### src/rtl/fp_mul_pipe.sv
// Four-stage pipelined floating-point multiplier with valid/ready handshakes.
// Stages: unpack/classify, mantissa multiply, normalise/round, pack/except.
module fp_mul_pipe #(
  parameter int unsigned EXP_W     = 8,
  parameter int unsigned MAN_W     = 23,
  parameter int unsigned ROUND_RNE = 1,
  localparam int unsigned W        = 1 + EXP_W + MAN_W
) (
  input  logic         clk,
  input  logic         rst,
  input  logic         in_valid,
  output logic         in_ready,
  input  logic [W-1:0] dataa,
  input  logic [W-1:0] datab,
  output logic         out_valid,
  input  logic         out_ready,
  output logic [W-1:0] result,
  output logic [3:0]   flags
);

  localparam int unsigned PW = 2 * MAN_W + 2;
  localparam logic [EXP_W-1:0]        EXP_ONES = '1;
  localparam logic signed [EXP_W+1:0] BIAS_S   = {3'b000, {(EXP_W - 1){1'b1}}};
  localparam logic signed [EXP_W+1:0] EMAX_S   = {2'b00, EXP_ONES};
  localparam logic signed [EXP_W+1:0] ONE_S    = {{(EXP_W + 1){1'b0}}, 1'b1};
  localparam logic signed [EXP_W+1:0] ZERO_S   = '0;

  logic adv;
  assign adv      = !out_valid || out_ready;
  assign in_ready = adv;

  // ---------------- S1: unpack and classify ----------------
  logic [EXP_W-1:0] ea, eb;
  logic [MAN_W-1:0] fa, fb;
  logic a_zero, b_zero, a_inf, b_inf, a_nan, b_nan;

  always_comb begin
    ea     = dataa[W-2 -: EXP_W];
    eb     = datab[W-2 -: EXP_W];
    fa     = dataa[MAN_W-1:0];
    fb     = datab[MAN_W-1:0];
    a_zero = (ea == '0);
    b_zero = (eb == '0);
    a_inf  = (ea == EXP_ONES) && (fa == '0);
    b_inf  = (eb == EXP_ONES) && (fb == '0);
    a_nan  = (ea == EXP_ONES) && (fa != '0);
    b_nan  = (eb == EXP_ONES) && (fb != '0);
  end

  logic             s1_valid, s1_sign, s1_nv, s1_inf, s1_zero;
  logic [EXP_W-1:0] s1_ea, s1_eb;
  logic [MAN_W:0]   s1_ma, s1_mb;

  // ---------------- S2: multiply ----------------
  logic                    s2_valid, s2_sign, s2_nv, s2_inf, s2_zero;
  logic [PW-1:0]           s2_prod;
  logic signed [EXP_W+1:0] s2_e;
  logic [PW-1:0]           prod_c;
  logic signed [EXP_W+1:0] e_c;

  always_comb begin
    prod_c = {{(MAN_W + 1){1'b0}}, s1_ma} * {{(MAN_W + 1){1'b0}}, s1_mb};
    e_c    = $signed({2'b00, s1_ea}) + $signed({2'b00, s1_eb}) - BIAS_S;
  end

  // ---------------- S3: normalise and round ----------------
  logic                    s3_valid, s3_sign, s3_nv, s3_inf, s3_zero, s3_inexact;
  logic signed [EXP_W+1:0] s3_e;
  logic [MAN_W-1:0]        s3_frac;

  logic [MAN_W-1:0]        frac_t;
  logic                    g_bit, s_bit, rnd;
  logic [MAN_W:0]          frac_sum;
  logic signed [EXP_W+1:0] e_n, e_r;

  always_comb begin
    if (s2_prod[PW-1]) begin
      frac_t = s2_prod[PW-2 -: MAN_W];
      g_bit  = s2_prod[MAN_W];
      s_bit  = |s2_prod[MAN_W-1:0];
      e_n    = s2_e + ONE_S;
    end else begin
      frac_t = s2_prod[PW-3 -: MAN_W];
      g_bit  = s2_prod[MAN_W-1];
      s_bit  = |s2_prod[MAN_W-2:0];
      e_n    = s2_e;
    end
    rnd      = (ROUND_RNE != 0) && g_bit && (s_bit || frac_t[0]);
    // Carry out of the fraction means 1.11..1 rounded up to 10.00..0.
    frac_sum = {1'b0, frac_t} + {{MAN_W{1'b0}}, rnd};
    e_r      = frac_sum[MAN_W] ? (e_n + ONE_S) : e_n;
  end

  // ---------------- S4: pack with special-case priority ----------------
  logic [W-1:0] res_d;
  logic [3:0]   flg_d;

  always_comb begin
    res_d = '0;
    flg_d = '0;
    if (s3_nv) begin
      res_d = {1'b0, EXP_ONES, 1'b1, {(MAN_W - 1){1'b0}}};
      flg_d = 4'b1000;
    end else if (s3_inf) begin
      res_d = {s3_sign, EXP_ONES, {MAN_W{1'b0}}};
    end else if (s3_zero) begin
      res_d = {s3_sign, {(EXP_W + MAN_W){1'b0}}};
    end else if (s3_e >= EMAX_S) begin
      res_d = {s3_sign, EXP_ONES, {MAN_W{1'b0}}};
      flg_d = 4'b0101;
    end else if (s3_e <= ZERO_S) begin
      res_d = {s3_sign, {(EXP_W + MAN_W){1'b0}}};
      flg_d = 4'b0011;
    end else begin
      res_d = {s3_sign, s3_e[EXP_W-1:0], s3_frac};
      flg_d = {3'b000, s3_inexact};
    end
  end

  // Valid bits and output registers carry the reset; datapath regs do not need it.
  always_ff @(posedge clk or posedge rst) begin
    if (rst) begin
      s1_valid  <= 1'b0;
      s2_valid  <= 1'b0;
      s3_valid  <= 1'b0;
      out_valid <= 1'b0;
      result    <= '0;
      flags     <= '0;
    end else if (adv) begin
      s1_valid  <= in_valid;
      s2_valid  <= s1_valid;
      s3_valid  <= s2_valid;
      out_valid <= s3_valid;
      result    <= res_d;
      flags     <= flg_d;
    end
  end

  always_ff @(posedge clk) begin
    if (adv) begin
      s1_sign    <= dataa[W-1] ^ datab[W-1];
      s1_nv      <= a_nan || b_nan || (a_inf && b_zero) || (b_inf && a_zero);
      s1_inf     <= a_inf || b_inf;
      s1_zero    <= a_zero || b_zero;
      s1_ea      <= ea;
      s1_eb      <= eb;
      s1_ma      <= {!a_zero, fa};
      s1_mb      <= {!b_zero, fb};

      s2_sign    <= s1_sign;
      s2_nv      <= s1_nv;
      s2_inf     <= s1_inf;
      s2_zero    <= s1_zero;
      s2_prod    <= prod_c;
      s2_e       <= e_c;

      s3_sign    <= s2_sign;
      s3_nv      <= s2_nv;
      s3_inf     <= s2_inf;
      s3_zero    <= s2_zero;
      s3_e       <= e_r;
      s3_frac    <= frac_sum[MAN_W-1:0];
      s3_inexact <= g_bit | s_bit;
    end
  end

endmodule
### config.mk
export PLATFORM = sky130hd
export DESIGN_NAME = fp_mul_pipe
export DESIGN_NICKNAME = d
export VERILOG_FILES = /design/src/rtl/fp_mul_pipe.sv
export SDC_FILE = /design/constraint.sdc
export NUM_CORES = 2
export LEC_CHECK = 0
export CAP_MARGIN = 10
export CORE_ASPECT_RATIO = 1.4
export CORE_MARGIN = 2
export CORE_UTILIZATION = 50
export CTS_CLUSTER_DIAMETER = 30
export CTS_CLUSTER_SIZE = 14
export DETAILED_ROUTE_END_ITERATION = 8
export PLACE_DENSITY = 0.67
export SETUP_SLACK_MARGIN = 0.1
export SLEW_MARGIN = 20
export SYNTH_ARGS = -nofsm -noshare
export SYNTH_HDL_FRONTEND = slang
export SYNTH_SLANG_ARGS = --single-unit
### constraint.sdc
create_clock -name clk -period 16.4 [get_ports clk]
set_input_delay 4.1 -clock clk [delete_from_list [all_inputs] [get_ports clk]]
set_output_delay 4.1 -clock clk [all_outputs]
set_load 0.05 [all_outputs]
==> summary.md <==
| Metric | Value |
|---|---|
| Detailed-route via count | 19.5k |
| Post-Place Setup Slack | 6.10 ns |
| Setup-failing EPs final | 0 |
| Initial antenna violation count | 0 |
| CP cell instances | clkdlybuf4s50_1 > nor2b_2 > buf_4 > inv_6 > clkdlybuf4s50_1 |
| Worst slew margin | ~18% |
| IO Port Bufs | 105 |
| Kind of critical path | in -> out |
| DR pass1 iterations | 5 |
| Seq/Total Area, Yosys | 21.9% |
| CTS buffer count | 37 |
| Worst EP arrival | just over 6 ns |
| Worst-skew pair later-pin latency | 0.56 ns |
| DP Cell Count | 3511 |
| Post-route setup slack | 6.10 ns |
| Period utilisation layout | a little over three fifths |
| Initial core utilization | 50.7% |
| Synthesis-stage register bit count | ~210 |
| Worst reg2reg setup slack | 8.63 ns |
| Synth top area share | 35.0% |
| DRC | 0 |
| Fin crit period | 10.30 ns |
| Clk Tree Root Cell | clkbuf_16 |
| Non-filler cells, final | 3582 |
| Netlist cell types | 67 |
| Vias in the first global route | between 20k and 25k |
| Die W | around 200 um |
| Critical Path End Type | output port |
| Synth Warn # | 0 |
| Post-synth EDFFs | 168 |
| Crit-path max cell delay | around 0.9 ns |
| ANT nets after route | 0 |
| Antenna diode count | 0 |
| Sink Count | approximately 210 |
| Clock Path Buffers | 3 |
| Rows | a little over 100 |
| H-Tree Depth | 2 |
| Mapped Nets | 3524 |
| Setup Total Neg Slack | 0 ns |
| Total track usage | ~26% |
| Height of the die | 282 um |
| Most frequent CP cell | clkdlybuf4s50_1 |
| DR WL/cell | about 20 um |
| CP max FO | 57 |
| Worst Tran Pin Value | 1.21 ns |
| Worst hold path class | reg -> reg |
| Ys flop type | edfxtp_1 |
| MaxCap Viol Count | 0 |
| Final core utilization | between 50% and 60% |
| Dominant cell type by area after synthesis | fa_1 |
| F_max | slightly below 100 MHz |
| Status | complete, no violations |
| Crit-path leading delay family | buffers and inverters |
| Clock transition at path regs | 0.05 ns |
| Largest net degree at the start of global routing | 72 |
| Post-DP HPWL | approximately 52000 um |
| Most common cell after layout, fill and taps aside | inv_1 |
| RSZ-0062 raised after global routing | false |
| Share of flip-flops with an asynchronous set or reset | 19.2% |
| Synth Instances | 2781 |
| Nets | 3576 |
| Post-Syn Area per Cell | a little under 10 um^2 |
| Number of fillers in the final layout | 4732 |
| Core area | 54500 um^2 |
| Worst path bufs/invs | 4 |
| Layout Skew | 0.0385 ns |
| Top Ports | 106 |
| Synthesized cell area | ~28000 um^2 |
| Congestion Overflow GR | 0 |
| Fin. Hold Viols | 0 |
| Final GP Congestion | ~0.96 |
| Required @ worst endpoint | 12.30 ns |
| Die Footprint | 57100 um^2 |
| Most frequent cells in the layout | inv_1 (549), fa_1 (483), nand2_1 (358) |
| P&R area growth vs syn | 11.4% |
| Max-slew violations | 0 |
| Total Routed Length | 70000 um |
| Layout cell share with drive strength beyond 1 | between 4 and 5% |
| Post-CTS setup buffer count | 0 |
| Hold Buf Count CTS | 0 |
| Nature of the critical path startpoint | input port |
| Max stage delay cell, worst path | clkdlybuf4s50_1 |
| Number of DRC markers in iteration 0 | 1129 |
| CTS resizes | 0 |
| Drt via density | 5.44 |
| Ranking of synthesized cells by area | fa_1 (35%), edfxtp_1 (18%), ha_1 (8.7%), inv_1 (7.5%), and2_1 (7.1%) |
| CTS tree | done |
| First-pass GRT wire length | roughly 110000 um |
==> cell families after synthesis <==
group	count (synthesis)	synth area share, %
and+or+nand+nor	869	15.8
muxes	17	0.648
xor gates and xnor gates	94	2.98
DFF	208	21.9
adders and majority gates	675	43.7
buffers and inverters	681	9.32
AOI/OAI and AO/OA	237	5.62
==> area by class of cell <==
class	count	area [um^2]	area share, %
multi-input combinational	1892	19000	61.8
sequential	208	6050	19.7
clock inverter	25	357	1.16
timing repair buffer	144	1420	4.62
clock buffer	42	955	3.10
inverter	550	2070	6.73
tap	721	902	2.93
==> flip-flops by register name (all words and copies together), names as in the netlist, 4 cells and up <==
name / flops
s2_prod: 48
result: 32
s1_ma: 24
s1_mb: 24
s3_frac: 23
s2_e: 10
s3_e: 10
s1_ea: 8
s1_eb: 8
flags: 4
==> final timing paths <==
kind | endpoint | cells after the start | start
min reg2reg | s3_nv | 0 | s2_nv
min | s3_nv | 0 | s2_nv
max in group asynchronous | result[7] | 3 | rst
max | in_ready | 5 | out_ready
max reg2reg | s2_prod[42] | 23 | s1_mb[1]
min in group asynchronous | result[9] | 3 | rst
==> metrics by stage <==
stage                     instance area, um^2  hold slack (ns)
final                                   30800            0.414
after global placement                  29300            0.403
after floorplan                         27600            0.400
after CTS                               30700            0.417
after detailed placement                29400            0.409
after global routing                    30800            0.421
==> Yosys cell counts (3+ instances only) <==
cell,instances
a211oi_1,8
a21o_1,27
a21oi_1,76
a22o_1,24
a31o_2,4
a31oi_1,8
a41oi_1,3
and2_1,312
and3_1,13
buf_1,5
buf_2,4
clkbuf_1,120
dfrtp_1,40
edfxtp_1,168
fa_1,483
ha_1,192
inv_1,550
mux2_2,7
mux2i_1,10
nand2_1,358
nand2b_1,5
nand3_1,23
nand4_1,25
nor2_1,68
nor2b_1,10
nor3_1,18
nor4_1,20
o211ai_1,4
o21a_1,7
o21ai_0,45
o21bai_1,7
xnor2_1,59
xor2_1,35
==> routing by layer <==
layer,vias to the layer above,GRT usage [%],wire [um]
li1,8706,-,-
met1,9901,28.8,25400
met2,650,46.9,36800
met3,229,3.97,4040
met4,0,12.8,3810
met5,-,0,0
==> worst reg2reg max path, delay by kind of cell (launching register included) <==
| kind | cells | cell delay (ns) |
|---|---|---|
| and+or+nand+nor | 2 | 0.44 |
| adders and majority gates | 8 | 3.86 |
| buffers and inverters | 6 | 0.31 |
| AOI/OAI and AO/OA | 6 | 1.72 |
| xor gates and xnor gates | 1 | 0.15 |
| DFF | 1 | 1.03 |
Power is left out: the tool's default activity adds up to more than one toggle a clock period on the data nets, which glitch-free logic cannot reach.
